<file path="src/rtl/tone_pkg.sv">
// Shared types and constants for the square-wave tone generator.
// Holds the controller state encoding and the counter-width sizing helper.
package tone_pkg;

   typedef enum logic [1:0] {
      IDLE,
      DIV,
      RUN
   } state_t;

   localparam int HALF_PER_MIN = 2;
   localparam int FREQ_W       = 12;

   // Smallest width whose range exceeds half the clock rate.
   function automatic int cnt_w_min(input int clk_hz);
      int w;
      w = 1;
      while ((longint'(1) << w) <= longint'(clk_hz / 2)) w++;
      return w;
   endfunction

endpackage

</file>
<file path="src/rtl/seq_divider.sv">
// Iterative radix-2 restoring unsigned divider, one quotient bit per clock.
// A start pulse loads the operands; done pulses once the quotient is ready.
module seq_divider #(
   parameter int DVD_W = 26,
   parameter int DVS_W = 12
) (
   input  logic             clk,
   input  logic             rst,
   input  logic             start,
   input  logic [DVD_W-1:0] dividend,
   input  logic [DVS_W-1:0] divisor,
   output logic [DVD_W-1:0] quotient,
   output logic             done
);

   localparam int STEP_W = $clog2(DVD_W + 1);

   logic [DVS_W-1:0]  rem;
   logic [DVS_W-1:0]  dvs;
   logic [STEP_W-1:0] steps;
   logic              running;
   logic [DVS_W:0]    trial;
   logic              fits;
   logic [DVS_W-1:0]  rem_nxt;

   // The remainder always stays below the divisor, so it fits back in DVS_W bits.
   always_comb begin
      trial   = {rem, quotient[DVD_W-1]};
      fits    = (trial >= {1'b0, dvs});
      rem_nxt = fits ? DVS_W'(trial - {1'b0, dvs}) : trial[DVS_W-1:0];
   end

   always_ff @(posedge clk or posedge rst) begin
      if (rst) begin
         rem      <= '0;
         dvs      <= '0;
         quotient <= '0;
         steps    <= '0;
         running  <= 1'b0;
         done     <= 1'b0;
      end else begin
         done <= 1'b0;
         if (start) begin
            rem      <= '0;
            dvs      <= divisor;
            quotient <= dividend;
            steps    <= STEP_W'(DVD_W);
            running  <= 1'b1;
         end else if (running) begin
            rem      <= rem_nxt;
            quotient <= {quotient[DVD_W-2:0], fits};
            steps    <= steps - STEP_W'(1);
            if (steps == STEP_W'(1)) begin
               running <= 1'b0;
               done    <= 1'b1;
            end
         end
      end
   end

endmodule

</file>
<file path="src/rtl/tone_square_gen.sv">
// Square-wave tone generator driven by the keypad scanner's frequency word.
// Defining TONE_OCTAVE_EN adds an octave input that shifts the half-period down.
module tone_square_gen
   import tone_pkg::*;
#(
   parameter int CLK_HZ   = 100000000,
   parameter int FREQ_MIN = 20,
   parameter int CNT_W    = 26
) (
   input  logic              clk,
   input  logic              rst,
   input  logic [FREQ_W-1:0] freq,
   input  logic              mute,
`ifdef TONE_OCTAVE_EN
   input  logic [1:0]        octave,
`endif
   output logic              audio_out,
   output logic              tone_active,
   output logic              busy
);

   localparam int                HALF       = CLK_HZ / 2;
   localparam logic [CNT_W-1:0]  HALF_Q     = CNT_W'(HALF);
   localparam logic [CNT_W-1:0]  PER_MIN    = CNT_W'(HALF_PER_MIN);
   localparam logic [FREQ_W-1:0] FREQ_MIN_Q = FREQ_W'(FREQ_MIN);
   localparam int                CNT_W_MIN  = cnt_w_min(CLK_HZ);

   generate
      if (CNT_W < CNT_W_MIN) begin : g_cnt_w_check
         $error("tone_square_gen: CNT_W too small for CLK_HZ");
      end
   endgenerate

   state_t            state;
   logic [FREQ_W-1:0] cur_freq;
   logic [CNT_W-1:0]  half_per;
   logic [CNT_W-1:0]  cnt;
   logic [CNT_W-1:0]  base_q;
   logic [CNT_W-1:0]  pend_q;
   logic              pend_valid;
   logic              phase;
   logic              phase_nxt;
   logic              chg;
   logic              low;
   logic              div_start;
   logic              div_exit;
   logic              toggle;
   logic [CNT_W-1:0]  div_q;
   logic              div_done;
   logic [1:0]        shift;

`ifdef TONE_OCTAVE_EN
   assign shift = octave;
`else
   assign shift = 2'd0;
`endif

   // The clamp is applied after the octave shift so a shifted period never drops below 2.
   function automatic logic [CNT_W-1:0] eff_period(input logic [CNT_W-1:0] q,
                                                    input logic [1:0]       sh);
      logic [CNT_W-1:0] s;
      s = q >> sh;
      return (s < PER_MIN) ? PER_MIN : s;
   endfunction

   seq_divider #(
      .DVD_W (CNT_W),
      .DVS_W (FREQ_W)
   ) u_div (
      .clk      (clk),
      .rst      (rst),
      .start    (div_start),
      .dividend (HALF_Q),
      .divisor  (freq),
      .quotient (div_q),
      .done     (div_done)
   );

   // Frequency changes are only noticed outside DIV; the divider is never restarted mid-run.
   always_comb begin
      chg       = (state != DIV) && (freq != cur_freq);
      low       = (freq < FREQ_MIN_Q);
      div_start = chg && !low;
      div_exit  = (state == DIV) && div_done;
      toggle    = tone_active && (cnt == half_per - CNT_W'(1));
      phase_nxt = phase;
      if (toggle)
         phase_nxt = ~phase;
      if (div_exit && !tone_active)
         phase_nxt = 1'b1;
      if (chg && low)
         phase_nxt = 1'b0;
   end

   // Period updates land only on a toggle, so every half-cycle runs at one whole period.
   always_ff @(posedge clk or posedge rst) begin
      if (rst) begin
         state       <= IDLE;
         cur_freq    <= '0;
         half_per    <= '0;
         cnt         <= '0;
         base_q      <= '0;
         pend_q      <= '0;
         pend_valid  <= 1'b0;
         phase       <= 1'b0;
         audio_out   <= 1'b0;
         tone_active <= 1'b0;
         busy        <= 1'b0;
      end else begin
         phase     <= phase_nxt;
         audio_out <= phase_nxt & ~mute;

         if (toggle) begin
            cnt      <= '0;
            half_per <= eff_period(pend_valid ? pend_q : base_q, shift);
            if (pend_valid) begin
               base_q     <= pend_q;
               pend_valid <= 1'b0;
               if (state != DIV)
                  busy <= 1'b0;
            end
         end else if (tone_active) begin
            cnt <= cnt + CNT_W'(1);
         end

         if (div_exit) begin
            state <= RUN;
            if (tone_active) begin
               pend_q     <= div_q;
               pend_valid <= 1'b1;
            end else begin
               half_per    <= eff_period(div_q, shift);
               base_q      <= div_q;
               cnt         <= '0;
               tone_active <= 1'b1;
               busy        <= 1'b0;
            end
         end

         if (chg) begin
            cur_freq <= freq;
            if (low) begin
               state       <= IDLE;
               tone_active <= 1'b0;
               pend_valid  <= 1'b0;
               busy        <= 1'b0;
               cnt         <= '0;
            end else begin
               state <= DIV;
               busy  <= 1'b1;
            end
         end
      end
   end

endmodule

</file>
<file path="config.mk">
export PLATFORM = sky130hd
export DESIGN_NAME = tone_square_gen
export DESIGN_NICKNAME = d
export VERILOG_FILES = /design/src/rtl/tone_pkg.sv /design/src/rtl/seq_divider.sv /design/src/rtl/tone_square_gen.sv
export SDC_FILE = /design/constraint.sdc
export NUM_CORES = 1
export LEC_CHECK = 0
export ABC_AREA = 1
export BUFFER_PORTS_ARGS = -buffer_cell sky130_fd_sc_hd__buf_2
export CAP_MARGIN = 25
export CORE_ASPECT_RATIO = 1.5
export CORE_MARGIN = 2
export CORE_UTILIZATION = 41
export DETAILED_ROUTE_END_ITERATION = 8
export PLACE_DENSITY = 0.65
export SYNTH_ARGS = -nofsm -noshare
export SYNTH_HDL_FRONTEND = slang
export SYNTH_HIERARCHICAL = 1
export SYNTH_SLANG_ARGS = --single-unit
</file>
<file path="constraint.sdc">
create_clock -name clk -period 3.9 [get_ports clk]
set_input_delay 0.78 -clock clk [delete_from_list [all_inputs] [get_ports clk]]
set_output_delay 0.78 -clock clk [all_outputs]
set_load 0.1 [all_outputs]
</file>
==> run summary <==
The number of max-cap violations is 0. The total number of nets in the final design was 1556; the post-synthesis average cell area was 7.20 sq um. The TritonCTS buffer count is 17, and the area fraction in and, or, nand and nor cells after synthesis is 0.321.

The setup slack at placement was 0.708 ns; the number of storage elements in the synthesis netlist was 180. The post-route clock period utilization came out at 0.825. After clock tree synthesis, the repair step resized 0 gates. Counting distinct cell types in the post-synthesis netlist gives 43. Category of the most critical setup path: reg2reg.

After synthesis the cells add up to 10800 sq um. Worst-path maximum fanout: 31. For the top-level I/O count, the log shows 18.

The synthesis-to-finish area growth is 9.83%. Among all flip-flop cells after synthesis, the most frequent one is dfrtp_1. Setup repair after global routing left no endpoint under its margin. The worst IR drop on VDD was 0.441 mV. The clock group share of total power came out at 0.235. The number of antenna violations at the first check in global routing was 0. The wire length of the first global-routing pass is 45500 microns, and the final weighted congestion in routability-driven placement is 0.906. Complex-gate fraction of the synthesized area: 0.0866.

The maximum level of the CTS H-tree is 4. In the layout the commonest cells are nand2_1, inv_1, dfrtp_1, nor2_1, nand3_1. The run gives 4.13 mW as the internal power of the cells. The multi-input combinational cells in the finished layout cover a total of 5260 sq um. The sequential cells in the finished layout cover a total of 4500 sq um. The share of cell area taken by muxes after synthesis is 0.

Number of global-route vias before repair: 9316. The flow ran to the end, and the final reports show no timing, DRC or antenna violations. The tools report the number of warnings printed during yosys synthesis as 6. In the routed design, unresolved DRC markers number 0. The number of endpoints failing setup at the final stage came out at 0. Across all layers, the routed design uses 9389 vias.

The synthesized design contains 0 enable-type register cells. STA puts the critical path data required time at 4.24 ns. During placement, the flow inserted port buffers numbering 17. The full die area was 27600 sq um. The total inserted antenna cells is 0. The layout filler cell count is 2633.

Summed over all failing endpoints, the final setup total negative slack is 0 ns. Power spread over the standard cell area amounts to 604 nW/um^2. After technology mapping, the gate count stands at 1498. The analysis attributes to net switching a power of 3.02 mW.

Detailed-routing iteration count for the pre-antenna-repair pass: 5. The wire length per cell after detailed routing works out to 14.3 microns. STA classifies the critical path endpoint as a register. STA puts the critical path data arrival time at 3.56 ns. The final max-slew violation count was 0. For the all-layer global routing usage, the log shows 0.208. The tools report the buffer cell driving the clock tree root as clkbuf_16.

The combinational power share was 0.386; the detail-routed via count per cell was 5.02. For the pin with the worst max-slew slack, the measured transition is 0.923 ns. For the half-perimeter wire length of the detailed placement result, the log shows 20100 microns. The remaining number of nets flagged by the antenna check after routing was 0; the post-route minimum period was 3.22 ns.

The run gives 26700 microns as the routed wire length. The later pin in the worst-skew pair is clocked with a latency of 0.46 ns. Global-route congestion overflow total: 0. The die is 203 microns tall. Clock-pin slew was measured on the worst setup and hold paths at 0.07 ns.

The core region is 25900 sq um. Post-synthesis cell type with the largest combined area: dfrtp_1. The fraction of power consumed by sequential logic came out at 0.379. The static leakage was 6.74 nW.

After floorplanning, the core was divided into 72 placement rows. The share of cells above drive strength 1 was 0.0651; the proportion of netlist area held by the largest area contributor was 0.418. The adder-cell area share of the yosys netlist works out to 0.0204. The number of DRC violations after detailed-routing iteration 0 was 544.

After synthesis, the largest family of logic cells by area is simple AND/OR/NAND/NOR gates. From left edge to right edge, the die measures 136 microns. The run gives 2 as the maximum clock path buffer count.

TritonCTS built the clock tree. The run gives 0.683 ns as the least setup slack across all paths after layout. Entering global routing, the biggest net connects 105 pins. The post-CTS repair timing setup buffer count came out at 0. The xor and xnor fraction of the mapped netlist area is 0.0495, and the fraction of power spent switching nets is 0.422. In the post-synthesis netlist, the biggest area contributors are dfrtp_1, nand2_1, inv_1. Leaving out fill and tap cells, the most frequent cell in the layout is nand2_1. The run gives 0 as the final hold violation count.

Across the routed clock network, the largest skew measured is 0.0101 ns. The clock net in this run drives a total of 180 sinks. The tools report the type of element launching the critical path as a register. Static timing analysis puts the maximum clock frequency at 311 MHz. For the initial standard-cell utilization of the core, the log shows 0.417.

The remaining max-slew budget at the tightest pin was 0.384. In this run the worst hold path is classified as in2async. The share of synthesized area occupied by flip-flops and latches was 0.418; the quantity of hold-fixing buffers added after cts was 0.

Share of flip-flops with an asynchronous set or reset after synthesis: 1.00.
==> worst paths after layout <==
path,cells after the start,to,startpoint,slack (ns)
max,16,base_q[12],half_per[0],0.68
min,2,u_div/quotient[16],rst,0.38
max reg2reg,16,base_q[12],half_per[0],0.68
min reg2reg,2,pend_q[3],pend_q[3],0.47
max in group asynchronous,3,half_per[3],rst,2.72
min in group clk,2,audio_out,mute,0.46
==> Yosys cell counts, drive strengths merged, types with 3 or more instances <==
master  number
nand2      449
inv        223
dfrtp      180
nor2       137
nand3      125
o21ai      118
nand4       51
xor2        44
clkbuf      32
o221ai      22
buf         20
xnor2       17
ha          16
nor3        13
a21oi       11
nor4        11
nand3b       6
clkinv       4
o211ai       3
or2          3
==> critical path, cell delays in order, from the launching register on <==
cell and delay (ns):
dfrtp_1 0.40, inv_1 0.15, ha_1 0.29, nand2_2 0.12, nor2_4 0.27, nand3_1 0.19, nor2_1 0.12, nand2_1 0.05
nand2_1 0.09, nand2_1 0.09, nor2_4 0.12, nand3_2 0.48, buf_12 0.39, nand2_1 0.07, nand3_1 0.06, o21ai_0 0.13
inv_1 0.06
==> through the flow <==
stage	std cells	util	power, mW	area, sq um	hold WS (ns)
finish	1870	0.458	7.15	11800	0.381
global route	1870	0.458	7.77	11800	0.422
CTS	1870	0.458	7.22	11800	0.384
detailed placement	1838	0.436	5.52	11300	0.454
global placement	1838	0.436	5.45	11300	0.451
floorplan	1522	-	4.81	10900	0.434
==> layer usage <==
metal | share of wire | up-vias | GRT usage
li1 | - | 4799 | -
met1 | 0.40 | 4367 | 0.234
met2 | 0.53 | 160 | 0.373
met3 | 0.028 | 63 | 0.0305
met4 | 0.045 | 0 | 0.110
met5 | 0 | - | 0
==> flip-flops by register name, summed over array words and instances (netlist names), 2 cells and up <==
signal / flops
u_div/steps: 5
base_q: 26
u_div/quotient: 26
cur_freq: 12
u_div/dvs: 12
pend_q: 26
state: 2
u_div/rem: 12
cnt: 26
half_per: 26
==> logic make-up after synthesis <==
family                   after synthesis
AO/OA/AOI/OAI                        162
buffers and inverters                279
flip-flops                           180
XOR/XNOR                              61
adder cells (fa/ha/maj)               17
AND/OR/NAND/NOR                      797
other                                  2
==> final cells by class <==
type,count,share of cell area
sequential,180,0.380
clock inverter,13,0.00951
inverter,227,0.0723
timing repair buffer,35,0.0207
tap,333,0.0352
clock buffer,19,0.0382
multi-input combinational,1063,0.444
==> power by group through the flow <==
stage	Sequential (mW)	Combinational [mW]	Clock, mW
after CTS	2.71	2.78	1.73
after global routing	2.78	3.21	1.78
after floorplan	2.64	2.17	0
final	2.71	2.76	1.68
after global placement	2.73	2.72	0
after detailed placement	2.74	2.78	0
Power figures use the tool's default switching activity.
